$ cat config.mk
export PLATFORM = sky130hd
export DESIGN_NAME = regfile_write_arbiter_flat
export DESIGN_NICKNAME = d
export VERILOG_FILES = /design/src/rtl/regfile_write_arbiter_if.sv /design/src/rtl/regfile_write_arbiter.sv /design/src/flat_wrapper.sv
export SDC_FILE = /design/constraint.sdc
export NUM_CORES = 1
export LEC_CHECK = 0
export CORE_UTILIZATION = 41
export DETAILED_ROUTE_END_ITERATION = 8
export GPL_ROUTABILITY_DRIVEN = 1
export PLACE_DENSITY = 0.81
export SLEW_MARGIN = 15
export SYNTH_ARGS = -nofsm -noshare
export SYNTH_HDL_FRONTEND = slang
export SYNTH_SLANG_ARGS = --single-unit
$ cat constraint.sdc
create_clock -name clk -period 2 [get_ports clk]
set_input_delay 0.2 -clock clk [delete_from_list [all_inputs] [get_ports clk]]
set_output_delay 0.2 -clock clk [all_outputs]
set_load 0.01 [all_outputs]
$ cat src/rtl/regfile_write_arbiter_if.sv
// Purpose : request and write-port bundle between the two writeback requesters and the register file.
// Latency : n/a (wires only).
// Backpress: reqN_ready is driven by the arbiter (slave) and read by the requesters (master).
// Ports   : req0_* / req1_* valid-ready write requests, wr_* decoder enable/select and data.
interface regfile_write_arbiter_if #(
    parameter int ADDR_W = 5,
    parameter int DATA_W = 32
);
    logic              req0_valid;
    logic [ADDR_W-1:0] req0_addr;
    logic [DATA_W-1:0] req0_data;
    logic              req0_ready;

    logic              req1_valid;
    logic [ADDR_W-1:0] req1_addr;
    logic [DATA_W-1:0] req1_data;
    logic              req1_ready;

    logic              wr_en;
    logic [ADDR_W-1:0] wr_addr;
    logic [DATA_W-1:0] wr_data;
    logic              wr_src;

    // Requester / register-file side.
    modport master (
        output req0_valid, req0_addr, req0_data,
        input  req0_ready,
        output req1_valid, req1_addr, req1_data,
        input  req1_ready,
        input  wr_en, wr_addr, wr_data, wr_src
    );

    // Arbiter side.
    modport slave (
        input  req0_valid, req0_addr, req0_data,
        output req0_ready,
        input  req1_valid, req1_addr, req1_data,
        output req1_ready,
        output wr_en, wr_addr, wr_data, wr_src
    );
endinterface

$ cat src/rtl/regfile_write_arbiter.sv
// Purpose : arbitrates ALU (req0) and load (req1) writebacks onto the single register-file write port.
// Latency : request accepted at edge N drives wr_en during cycle N+1; one write per cycle, no bubble.
// Backpress: reqN_ready = grantN & ~hold; hold freezes the issue stage and forces wr_en low.
// Ports   : clk, reset (async active-high), hold (pipeline stall), bus (slave modport):
//           req0/req1 valid/addr/data/ready, wr_en/wr_addr/wr_data/wr_src to decoder and data input.
module regfile_write_arbiter #(
    parameter int ADDR_W    = 5,
    parameter int DATA_W    = 32,
    parameter int PRIO_MODE = 0,
    parameter int DROP_R0   = 1
) (
    input  logic                    clk,
    input  logic                    reset,
    input  logic                    hold,
    regfile_write_arbiter_if.slave  bus
);

    localparam bit PRIO_FIXED = (PRIO_MODE != 0);
    localparam bit DROP_EN    = (DROP_R0 != 0);

    // One issue-stage entry. r0 is precomputed at load time so the output
    // enable does not need an address compare after the register.
    typedef struct packed {
        logic [ADDR_W-1:0] addr;
        logic [DATA_W-1:0] data;
        logic              src;
        logic              r0;
    } stg_t;

    // Externally visible phase of the write port; STALL depends on hold
    // combinationally, so the phase is decoded from stg_v and hold rather
    // than stored.
    typedef enum logic [1:0] {
        EMPTY = 2'd0,
        ISSUE = 2'd1,
        STALL = 2'd2
    } phase_t;

    stg_t   stg_q;
    stg_t   stg_d;
    logic   stg_v_q;
    logic   stg_v_d;
    // Requester granted on the most recent transfer; reset to 1 so req0
    // takes the first contested slot.
    logic   last_q;
    logic   last_d;
    phase_t phase;

    logic   grant0;
    logic   grant1;
    logic   ready0;
    logic   ready1;
    logic   xfer;
    stg_t   req0_ent;
    stg_t   req1_ent;

    // ------------------------------------------------------------------
    // Grant: a lone valid requester always wins; on contention fixed mode
    // picks req0 and round-robin picks whoever was not granted last.
    // ------------------------------------------------------------------
    always_comb begin
        grant0 = 1'b0;
        grant1 = 1'b0;
        if (bus.req0_valid && bus.req1_valid) begin
            if (PRIO_FIXED || last_q) begin
                grant0 = 1'b1;
            end else begin
                grant1 = 1'b1;
            end
        end else begin
            grant0 = bus.req0_valid;
            grant1 = bus.req1_valid;
        end
    end

    assign ready0 = grant0 & ~hold;
    assign ready1 = grant1 & ~hold;
    // Grants are one-hot and imply valid, so either ready means a transfer.
    assign xfer   = ready0 | ready1;

    assign bus.req0_ready = ready0;
    assign bus.req1_ready = ready1;

    assign req0_ent = '{addr: bus.req0_addr,
                        data: bus.req0_data,
                        src:  1'b0,
                        r0:   (bus.req0_addr == '0)};
    assign req1_ent = '{addr: bus.req1_addr,
                        data: bus.req1_data,
                        src:  1'b1,
                        r0:   (bus.req1_addr == '0)};

    // ------------------------------------------------------------------
    // Phase decode
    // ------------------------------------------------------------------
    always_comb begin
        phase = EMPTY;
        if (stg_v_q) begin
            phase = hold ? STALL : ISSUE;
        end
    end

    // ------------------------------------------------------------------
    // Next-state logic. While hold is high nothing moves, including the
    // round-robin pointer. Without hold the stage either takes the winner
    // or drains; the payload fields are only rewritten on a transfer so
    // wr_addr/wr_data keep showing the last issued write when idle.
    // ------------------------------------------------------------------
    always_comb begin
        stg_v_d = stg_v_q;
        stg_d   = stg_q;
        last_d  = last_q;
        case (phase)
            EMPTY, ISSUE: begin
                if (!hold) begin
                    stg_v_d = xfer;
                    if (ready0) begin
                        stg_d  = req0_ent;
                        last_d = 1'b0;
                    end else if (ready1) begin
                        stg_d  = req1_ent;
                        last_d = 1'b1;
                    end
                end
            end
            STALL: begin
                stg_v_d = stg_v_q;
            end
            default: begin
                stg_v_d = stg_v_q;
            end
        endcase
    end

    // ------------------------------------------------------------------
    // State registers; reset discards any in-flight write.
    // ------------------------------------------------------------------
    always_ff @(posedge clk or posedge reset) begin
        if (reset) begin
            stg_v_q <= 1'b0;
            stg_q   <= '0;
            last_q  <= 1'b1;
        end else begin
            stg_v_q <= stg_v_d;
            stg_q   <= stg_d;
            last_q  <= last_d;
        end
    end

    // ------------------------------------------------------------------
    // Write port. An R0 write still occupies its slot but never enables
    // the decoder, so the hardwired-zero register is never disturbed.
    // ------------------------------------------------------------------
    assign bus.wr_en   = (phase == ISSUE) & ~(DROP_EN & stg_q.r0);
    assign bus.wr_addr = stg_q.addr;
    assign bus.wr_data = stg_q.data;
    assign bus.wr_src  = stg_q.src;

endmodule

$ cat src/flat_wrapper.sv
// flat-port wrapper written by rule: the top's interface ports become plain ports
module regfile_write_arbiter_flat 
#(
    parameter int ADDR_W    = 5,
    parameter int DATA_W    = 32,
    parameter int PRIO_MODE = 0,
    parameter int DROP_R0   = 1
)
  (clk, reset, hold, bus_req0_valid, bus_req0_addr, bus_req0_data, bus_req0_ready, bus_req1_valid, bus_req1_addr, bus_req1_data, bus_req1_ready, bus_wr_en, bus_wr_addr, bus_wr_data, bus_wr_src);
  regfile_write_arbiter_if #(.ADDR_W(ADDR_W), .DATA_W(DATA_W)) bus_i ();
  input  logic clk;
  input  logic reset;
  input  logic hold;
  input wire logic [$bits(bus_i.req0_valid)-1:0] bus_req0_valid;
  input wire logic [$bits(bus_i.req0_addr)-1:0] bus_req0_addr;
  input wire logic [$bits(bus_i.req0_data)-1:0] bus_req0_data;
  output wire logic [$bits(bus_i.req0_ready)-1:0] bus_req0_ready;
  input wire logic [$bits(bus_i.req1_valid)-1:0] bus_req1_valid;
  input wire logic [$bits(bus_i.req1_addr)-1:0] bus_req1_addr;
  input wire logic [$bits(bus_i.req1_data)-1:0] bus_req1_data;
  output wire logic [$bits(bus_i.req1_ready)-1:0] bus_req1_ready;
  output wire logic [$bits(bus_i.wr_en)-1:0] bus_wr_en;
  output wire logic [$bits(bus_i.wr_addr)-1:0] bus_wr_addr;
  output wire logic [$bits(bus_i.wr_data)-1:0] bus_wr_data;
  output wire logic [$bits(bus_i.wr_src)-1:0] bus_wr_src;
  assign bus_i.req0_valid = bus_req0_valid;
  assign bus_i.req0_addr = bus_req0_addr;
  assign bus_i.req0_data = bus_req0_data;
  assign bus_req0_ready = bus_i.req0_ready;
  assign bus_i.req1_valid = bus_req1_valid;
  assign bus_i.req1_addr = bus_req1_addr;
  assign bus_i.req1_data = bus_req1_data;
  assign bus_req1_ready = bus_i.req1_ready;
  assign bus_wr_en = bus_i.wr_en;
  assign bus_wr_addr = bus_i.wr_addr;
  assign bus_wr_data = bus_i.wr_data;
  assign bus_wr_src = bus_i.wr_src;
  regfile_write_arbiter #(.ADDR_W(ADDR_W), .DATA_W(DATA_W), .PRIO_MODE(PRIO_MODE), .DROP_R0(DROP_R0)) u_core (.clk(clk), .reset(reset), .hold(hold), .bus(bus_i));
endmodule
# == After elaboration in Yosys (flattened, before gate mapping) ==
# Index checks and enable logic that the tools add are counted.
# word_totals
regBits,41
out_inout_bits,41
# op_classes
eq_ne,1
n_mux,10
n_bitwise,6
reduce_logical,8
# op_table
cell,n
2-to-1 mux 39 bit,2
logical NOT 5 bit,2
2-to-1 mux 1 bit,6
2-to-1 mux 2 bit,2
AND 1 bit,3
AND reduction 3 bit,1
"equality test 2 x 1 -> 1 bit, second input constant",1
logical NOT 2 bit,1
inverter 1 bit,2
AND reduction 2 bit,1
nonzero test 2 bit,1
OR reduction 2 bit,1
logical AND 1 bit,1
OR 1 bit,1

# == Depth between registers and ports, before layout ==
# Gate-level depths: netlist (run 1).
# logic_depth
ltp_word,5
mapped_depth,5
ltp_nobuf,3

# == Worst setup path after synthesis (run 1) ==
# OpenSTA, ideal clock, no wires.
# synth_path
path_type,reg-to-reg
startpoint,register u_core.last_q
endpoint,"register u_core.stg_q, in the netlist u_core.bus.wr_addr[0]"
arrival_time_ns,1.345
t_required_ns,1.918
slack_ns,0.573
path_stages_with_launch,6
path_cell_list,dfstp_2 -> nor2b_4 -> buf_6 -> clkbuf_2 -> or3b_1 -> a31oi_1
# synth_between
elab_chain_len,5
# synth_rtl
element,line,source
start: declaration,regfile_write_arbiter.sv:45,logic last_q;
start signal: assignment,regfile_write_arbiter.sv:146,last_q <= last_d;
2-to-1 mux 1 bit,regfile_write_arbiter.sv:65,if (PRIO_FIXED || last_q) begin
2-to-1 mux 1 bit,regfile_write_arbiter.sv:64,if (bus.req0_valid && bus.req1_valid) begin
AND 1 bit (on tied branches),"regfile_write_arbiter.sv:77, regfile_write_arbiter.sv:76",
nonzero test 2 bit (no line),--,
AND reduction 3 bit (no line),--,
end signal: assignment,regfile_write_arbiter.sv:145,stg_q <= stg_d;
end: declaration,regfile_write_arbiter.sv:39,stg_t stg_q;
# Parallel ways exist; a longest one is shown, timed or not.
# A chain may end at the register's enable or synchronous reset.

# == Worst setup path in the final report (run 1) ==
# layout_path
startpoint,input bus_req1_valid
endpoint,output bus_req1_ready
# layout_between
elab_chain_len,3
# layout_rtl
element,line,source
start: declaration,flat_wrapper.sv:18,input wire logic [$bits(bus_i.req1_valid)-1:0] bus_req1_valid;
logical AND 1 bit,regfile_write_arbiter.sv:64,
2-to-1 mux 1 bit (*),regfile_write_arbiter.sv:64,
AND 1 bit (*),regfile_write_arbiter.sv:77,assign ready1 = grant1 & ~hold;
end: declaration,flat_wrapper.sv:21,output wire logic [$bits(bus_i.req1_ready)-1:0] bus_req1_ready;
# Every way passes the cells marked *; elsewhere a longest branch is shown, timed or not.

==> impl_metrics.csv, run 1 <==
group,metric,value,unit
run_status,status,"complete, no violations",
global_routing,antenna_found_initial,0,
cts,post-cts-setup-buffer-count,0,
floorplanning,dieWidth,79.3,um
final_layout,layout-drive-gt1-share,7.29,%
detailed_routing,via_per_inst,5.14,
synthesis,yosys-top-cells-area,"dfrtp_1 41%, or3b_1 11%, buf_4 11%",
placement,dpl_cell_area,0.00343,sq mm
synthesis,yosys.area.top_type,"dfrtp_1",
global_routing,grt_pass1_vias,2192,
global_routing,grt_overflow_total,0,
floorplanning,core-area,0.00564,sq mm
cts,cts_tree,"yes",
worst_setup_path,critical_path.slowest_cell,"clkdlybuf4s50_1",
sta,rsz0062_at_grt,"false",
floorplanning,pin_count,120,
final_layout,final_cells,415,
sta,worst_slew_pin_slew,738,ps
synthesis,synthesis.area,0.00245,sq mm
final_layout,design_area,0.00352,sq mm
global_routing,grt_max_degree,74,
final_layout,area_growth,43.7,%
sta,timing.fmax,0.544,GHz
sta,skew,1.74,ps
detailed_routing,initialDrtViolationCount,107,
worst_setup_path,cpPeakStageDelay,530,ps
final_layout,fillers,500,
cts,cts-resized-gates,0,
worst_setup_path,cp_top_family,"buffers and inverters",
power,vdd_drop_max,351,uV
synthesis,synth_top_family_by_area,"simple AND/OR/NAND/NOR gates",
final_layout,n_antenna_cell,0,
sta,tns,0,ps
detailed_routing,firstDrtPassIters,4,
synthesis,synth_mux_area_share,0,%
cts,clkSinkCount,41,
synthesis,yosysSeqAreaShare,41.9,%
worst_setup_path,critical_path_buf_inv_count,4,
worst_setup_path,cp_max_fo,4,
synthesis,syn-num-nets,347,
power,p_per_area,651,mW/mm^2
detailed_routing,avgRoutedWirePerCell,14.4,um
synthesis,synthAdderAreaFrac,0,%
cts,postCtsHoldBufs,0,
synthesis,synth_xor_area_share,0,%
worst_setup_path,end_kind,"primary output",
cts,cts_max_path_buffers,2,
placement,portBuffers,119,
sta,slew_violations,0,
synthesis,yosysTopAreaCellShare,40.9,%
sta,fin_crit_sh,91.9,%
synthesis,syn-mean-instance-area,9.14,sq um
floorplanning,die_y,79.3,um
worst_setup_path,path_cells,"clkdlybuf4s50_1, inv_1, a211oi_1, buf_4, clkdlybuf4s50_1",
cts,insertion_delay,290,ps
sta,finalHoldViolCount,0,
synthesis,postSynthCellCount,268,
detailed_routing,num_vias,2133,
synthesis,synth_simple_gate_area_share,21.9,%
flow_run,drv_cap,0,
placement,post-place-cells,408,
global_routing,grt_pass1_wl,9890,um
cts,cts.reportedPaths.clkPinSlew,70,ps
sta,layout_min_cycle_time,1840,ps
min_path,min_path_type,"in -> async",
worst_setup_path,cp.required,1800,ps
worst_setup_path,critical_path_class,"in -> out",
sta,relSlewSlack,50.5,%
sta,final-setup-viol-count,0,
global_routing,grtUsageTotal,20.5,%
final_layout,fin_nets,422,
worst_setup_path,worst_ep_arrival_time,1640,ps
placement,hpwlAfterDp,4440,um
floorplanning,rows,27,
detailed_routing,postRouteAntennaNets,0,
synthesis,synth_warnings,0,
power,total_leakage_power,0.00134,uW
cts,cts_buffers,5,
floorplanning,initial_core_util,43.4,%
synthesis,synth_compound_area_share,19.2,%
synthesis,synth_cell_types,27,
detailed_routing,wl,5990,um
cts,cts.htree.levels,2,
placement,gp_congestion,0.705,
synthesis,yosys_register_bits,41,
detailed_routing,drcViolationCount,0,
worst_setup_path,cp_common_cell,"clkdlybuf4s50_1",
cts,root_buffer,"clkbuf_8",
worst_setup_path,start_kind,"input port",
floorplanning,die_area,0.00629,sq mm
[worst reg2reg max path, stage by stage (launching register included)]
cell and delay (ps):
dfstp_2 570, nor2b_4 60, buf_12 160, or3b_2 470
a31oi_1 190
[power by group]
part           internal [uW]  switching, uW  total [uW]
clock                    274            273         547
sequential               943           63.0        1010
combinational            446            294         740
total                   1660            631        2290
[cell usage after synthesis, drive strengths merged]
| cell type | count |
|---|---|
| or4 | 3 |
| or3 | 1 |
| nor2b | 1 |
| o21ba | 1 |
| and2 | 1 |
| clkbuf | 15 |
| or3b | 36 |
| nor2 | 37 |
| o21bai | 2 |
| a31oi | 36 |
| o311ai | 1 |
| dfstp | 1 |
| a211oi | 1 |
| a21o | 2 |
| a31o | 1 |
| inv | 2 |
| nand2b | 1 |
| o21ai | 36 |
| dfrtp | 40 |
| buf | 46 |
| nand2 | 3 |
| nor3b | 1 |
[layout by cell type, fill, tap and decap left out, drive strengths merged]
cell type      count
a31oi             36
clkinv             1
dfrtp             40
clkbuf             7
nand2              3
nor3b              1
a31o               1
inv                1
o311ai             1
nor2b              1
nand2b             1
and2               1
o21ba              1
or3b              36
clkdlybuf4s50    119
or4                3
o21bai             2
o21ai             36
buf               10
nor2              37
a21o               2
or3                1
a211oi             1
dfstp              1
[kinds of logic after synthesis]
group,Yosys count
and+or+nand+nor,84
AOI/OAI and AO/OA,80
buffers and inverters,63
DFF,41
[final cells by class]
class	instances	area (sq um)	share of cell area, %
sequential	41	1030	29.2
timing repair buffer	129	1300	37.0
tap	72	90.1	2.56
clock buffer	7	86.3	2.45
multi-input combinational	164	1010	28.6
inverter	2	7.51	0.213
[through the flow]
stage / total power [uW] / util [%] / worst slack (ps) / hold slack, ps
finish: 2290 / 62.4 / 163 / 248
global route: 2430 / 62.4 / 62.0 / 293
CTS: 2320 / 62.4 / 157 / 268
detailed placement: 1770 / 60.9 / 184 / 466
global placement: 1750 / 60.9 / 175 / 458
floorplan: 1460 / - / 573 / 314
[path summary, 6_finish.rpt]
check / start / slack [ps] / cells past startpoint / endpoint
min in group clk: bus_req1_data[24] / 480 / 3 / u_core.bus.wr_data[24]
hold reg to reg: u_core.stg_v_q / 480 / 2 / u_core.stg_v_q
setup / recovery: bus_req1_valid / 160 / 5 / bus_req1_ready
max in group asynchronous: reset / 1170 / 3 / u_core.bus.wr_data[4]
hold / removal: reset / 250 / 2 / u_core.bus.wr_data[1]
setup reg to reg: u_core.last_q / 460 / 4 / u_core.bus.wr_data[22]
[flip-flops by register name (all words and copies together) (netlist names)]
register and flops:
u_core.bus.wr_addr 5, u_core.bus.wr_data 32, u_core.bus.wr_src 1, u_core.last_q 1, u_core.stg_q 1, u_core.stg_v_q 1
[per-layer routing]
layer  routed length (um)  share of wire (%)  GRT usage, %  vias up
met2                 3040                 51          37.2       74
met5                    0                  0             0        -
li1                     -                  -             -     1065
met1                 2490                 42          23.0      984
met3                  374                6.2          5.29       10
met4                   85                1.4          7.09        0
(Power assumes the default switching activity.)
==> inputs of run 2 (changes only) <==
--- a/config.mk
+++ b/config.mk
@@ -9,6 +9,7 @@
 export DETAILED_ROUTE_END_ITERATION = 8
 export GPL_ROUTABILITY_DRIVEN = 1
 export PLACE_DENSITY = 0.81
+export SKIP_LAST_GASP = 1
 export SLEW_MARGIN = 15
 export SYNTH_ARGS = -nofsm -noshare
 export SYNTH_HDL_FRONTEND = slang
==> constraint.sdc (replaced) <==
create_clock -name clk -period 2 [get_ports clk]
set_input_delay 0.2 -clock clk [delete_from_list [all_inputs] [get_ports clk]]
set_output_delay 0.2 -clock clk [all_outputs]
set_load 0.02 [all_outputs]
==> impl_metrics.csv, run 2 (synthesis results as in run 1) <==
group,metric,value,unit
run_status,status,"complete, no violations",
final_layout,largest_reg_flops,32,
cts,root_buffer,"clkbuf_8",
sta,skew,4.32,ps
global_routing,grt_overflow_total,0,
sta,fin_crit_sh,96.6,%
global_routing,grt_pass1_vias,2019,
sta,timing.fmax,0.518,GHz
sta,tns,0,ps
worst_setup_path,start_kind,"input port",
flow_run,drv_cap,0,
cts,cts_tree,"yes",
detailed_routing,firstDrtPassIters,4,
final_layout,ff_latch_area,0.00103,sq mm
sta,rsz0062_at_grt,"false",
worst_setup_path,end_kind,"primary output",
sta,relSlewSlack,50.1,%
final_layout,fillers,480,
detailed_routing,via_per_inst,5.09,
detailed_routing,avgRoutedWirePerCell,13.6,um
worst_setup_path,r2r-start,"u_core.last_q",
cts,cts_max_path_buffers,2,
global_routing,grt_pass1_wl,9420,um
cts,postCtsHoldBufs,0,
cts,insertion_delay,290,ps
power,p_per_area,675,mW/mm^2
worst_setup_path,cp_max_fo,4,
final_layout,multiInputGateArea,0.00101,sq mm
worst_setup_path,critical_path_class,"in -> out",
worst_setup_path,r2r_cells,4,
floorplanning,rows,27,
floorplanning,die_y,79.3,um
floorplanning,pin_count,120,
global_routing,grt_max_degree,40,
floorplanning,dieWidth,79.3,um
final_layout,fin_nets,420,
worst_setup_path,cp.required,1800,ps
sta,slew_violations,0,
worst_setup_path,r2r_setup_slack,410,ps
sta,final-setup-viol-count,0,
detailed_routing,num_vias,2103,
detailed_routing,drcViolationCount,0,
cts,cts-resized-gates,0,
cts,cts_buffers,5,
min_path,min_path_type,"in -> async",
sta,worst_slew_pin_slew,744,ps
final_layout,area_growth,43.6,%
cts,clkSinkCount,41,
final_layout,layout-drive-gt1-share,6.74,%
placement,gp_congestion,0.722,
placement,hpwlAfterDp,4180,um
placement,portBuffers,119,
power,total_leakage_power,0.00134,uW
final_layout,n_antenna_cell,0,
detailed_routing,initialDrtViolationCount,98,
final_layout,final_cell_mix,"119 x clkdlybuf4s50_1, 40 x dfrtp_1, 37 x nor2_1",
detailed_routing,wl,5620,um
floorplanning,die_area,0.00629,sq mm
sta,layout_min_cycle_time,1930,ps
detailed_routing,postRouteAntennaNets,0,
final_layout,fin_util,62.4,%
worst_setup_path,worst_ep_arrival_time,1730,ps
cts,cts.reportedPaths.clkPinSlew,80,ps
cts,cts.htree.levels,2,
worst_setup_path,r2r_end,"u_core.bus.wr_data[25]",
floorplanning,core-area,0.00564,sq mm
sta,finalHoldViolCount,0,
floorplanning,initial_core_util,43.4,%
global_routing,grtUsageTotal,19.1,%
final_layout,final_common_cell,"clkdlybuf4s50_1",
global_routing,antenna_found_initial,0,
cts,post-cts-setup-buffer-count,0,
power,vdd_drop_max,379,uV
run 2: changes by cell type in the layout (fill, tap and decap cells not counted), sizes merged:
cell	previous run	this run
buf	10	8
run 2: worst max-delay path: stages:
cell and delay [ps]:
clkdlybuf4s50_1 530, inv_1 60, a211oi_1 270, clkdlybuf4s50_1 670
run 2: worst max path at each step:
stage,startpoint,to,slack [ps],cells after the start
5_1_grt,bus_req1_valid,bus_req1_ready,10,4
2_1_floorplan,u_core.last_q,u_core.bus.wr_addr[0],570,5
6_report,bus_req1_valid,bus_req1_ready,70,4
3_3_place_gp,bus_req1_valid,bus_req1_ready,90,4
3_5_place_dp,hold,bus_req0_ready,100,4
4_1_cts,u_core.last_q,bus_req0_ready,60,3
run 2: per-stage QoR:
stage	cell area, sq um	instances	hold slack (ps)	setup WS [ps]	power [uW]
after CTS	3520	413	266	64.0	2400
after floorplan	2450	268	314	573	1560
final	3520	413	249	68.1	2380
after detailed placement	3430	406	468	96.4	1850
after global routing	3520	413	284	10.7	2510
after global placement	3430	406	458	93.4	1830
run 2: power breakdown:
group          leakage, uW  switching, uW  internal [uW]
Sequential        0.000462           60.0            943
Combinational     0.000833            377            446
Clock            0.0000443            277            274
run 2: area by class of cell:
| cell class | instances | share of cell area [%] |
|---|---|---|
| tap | 72 | 2.56 |
| multi-input combinational | 164 | 28.6 |
| inverter | 2 | 0.213 |
| clock buffer | 7 | 2.45 |
| sequential | 41 | 29.2 |
| timing repair buffer | 127 | 37.0 |
run 2: metal layers:
metal,vias to the layer above,global-route usage (%),share of wire [%]
met5,-,0,0
met4,0,5.45,1.2
met3,7,5.17,7.3
met2,74,33.4,51
met1,958,22.9,40
li1,1064,-,-
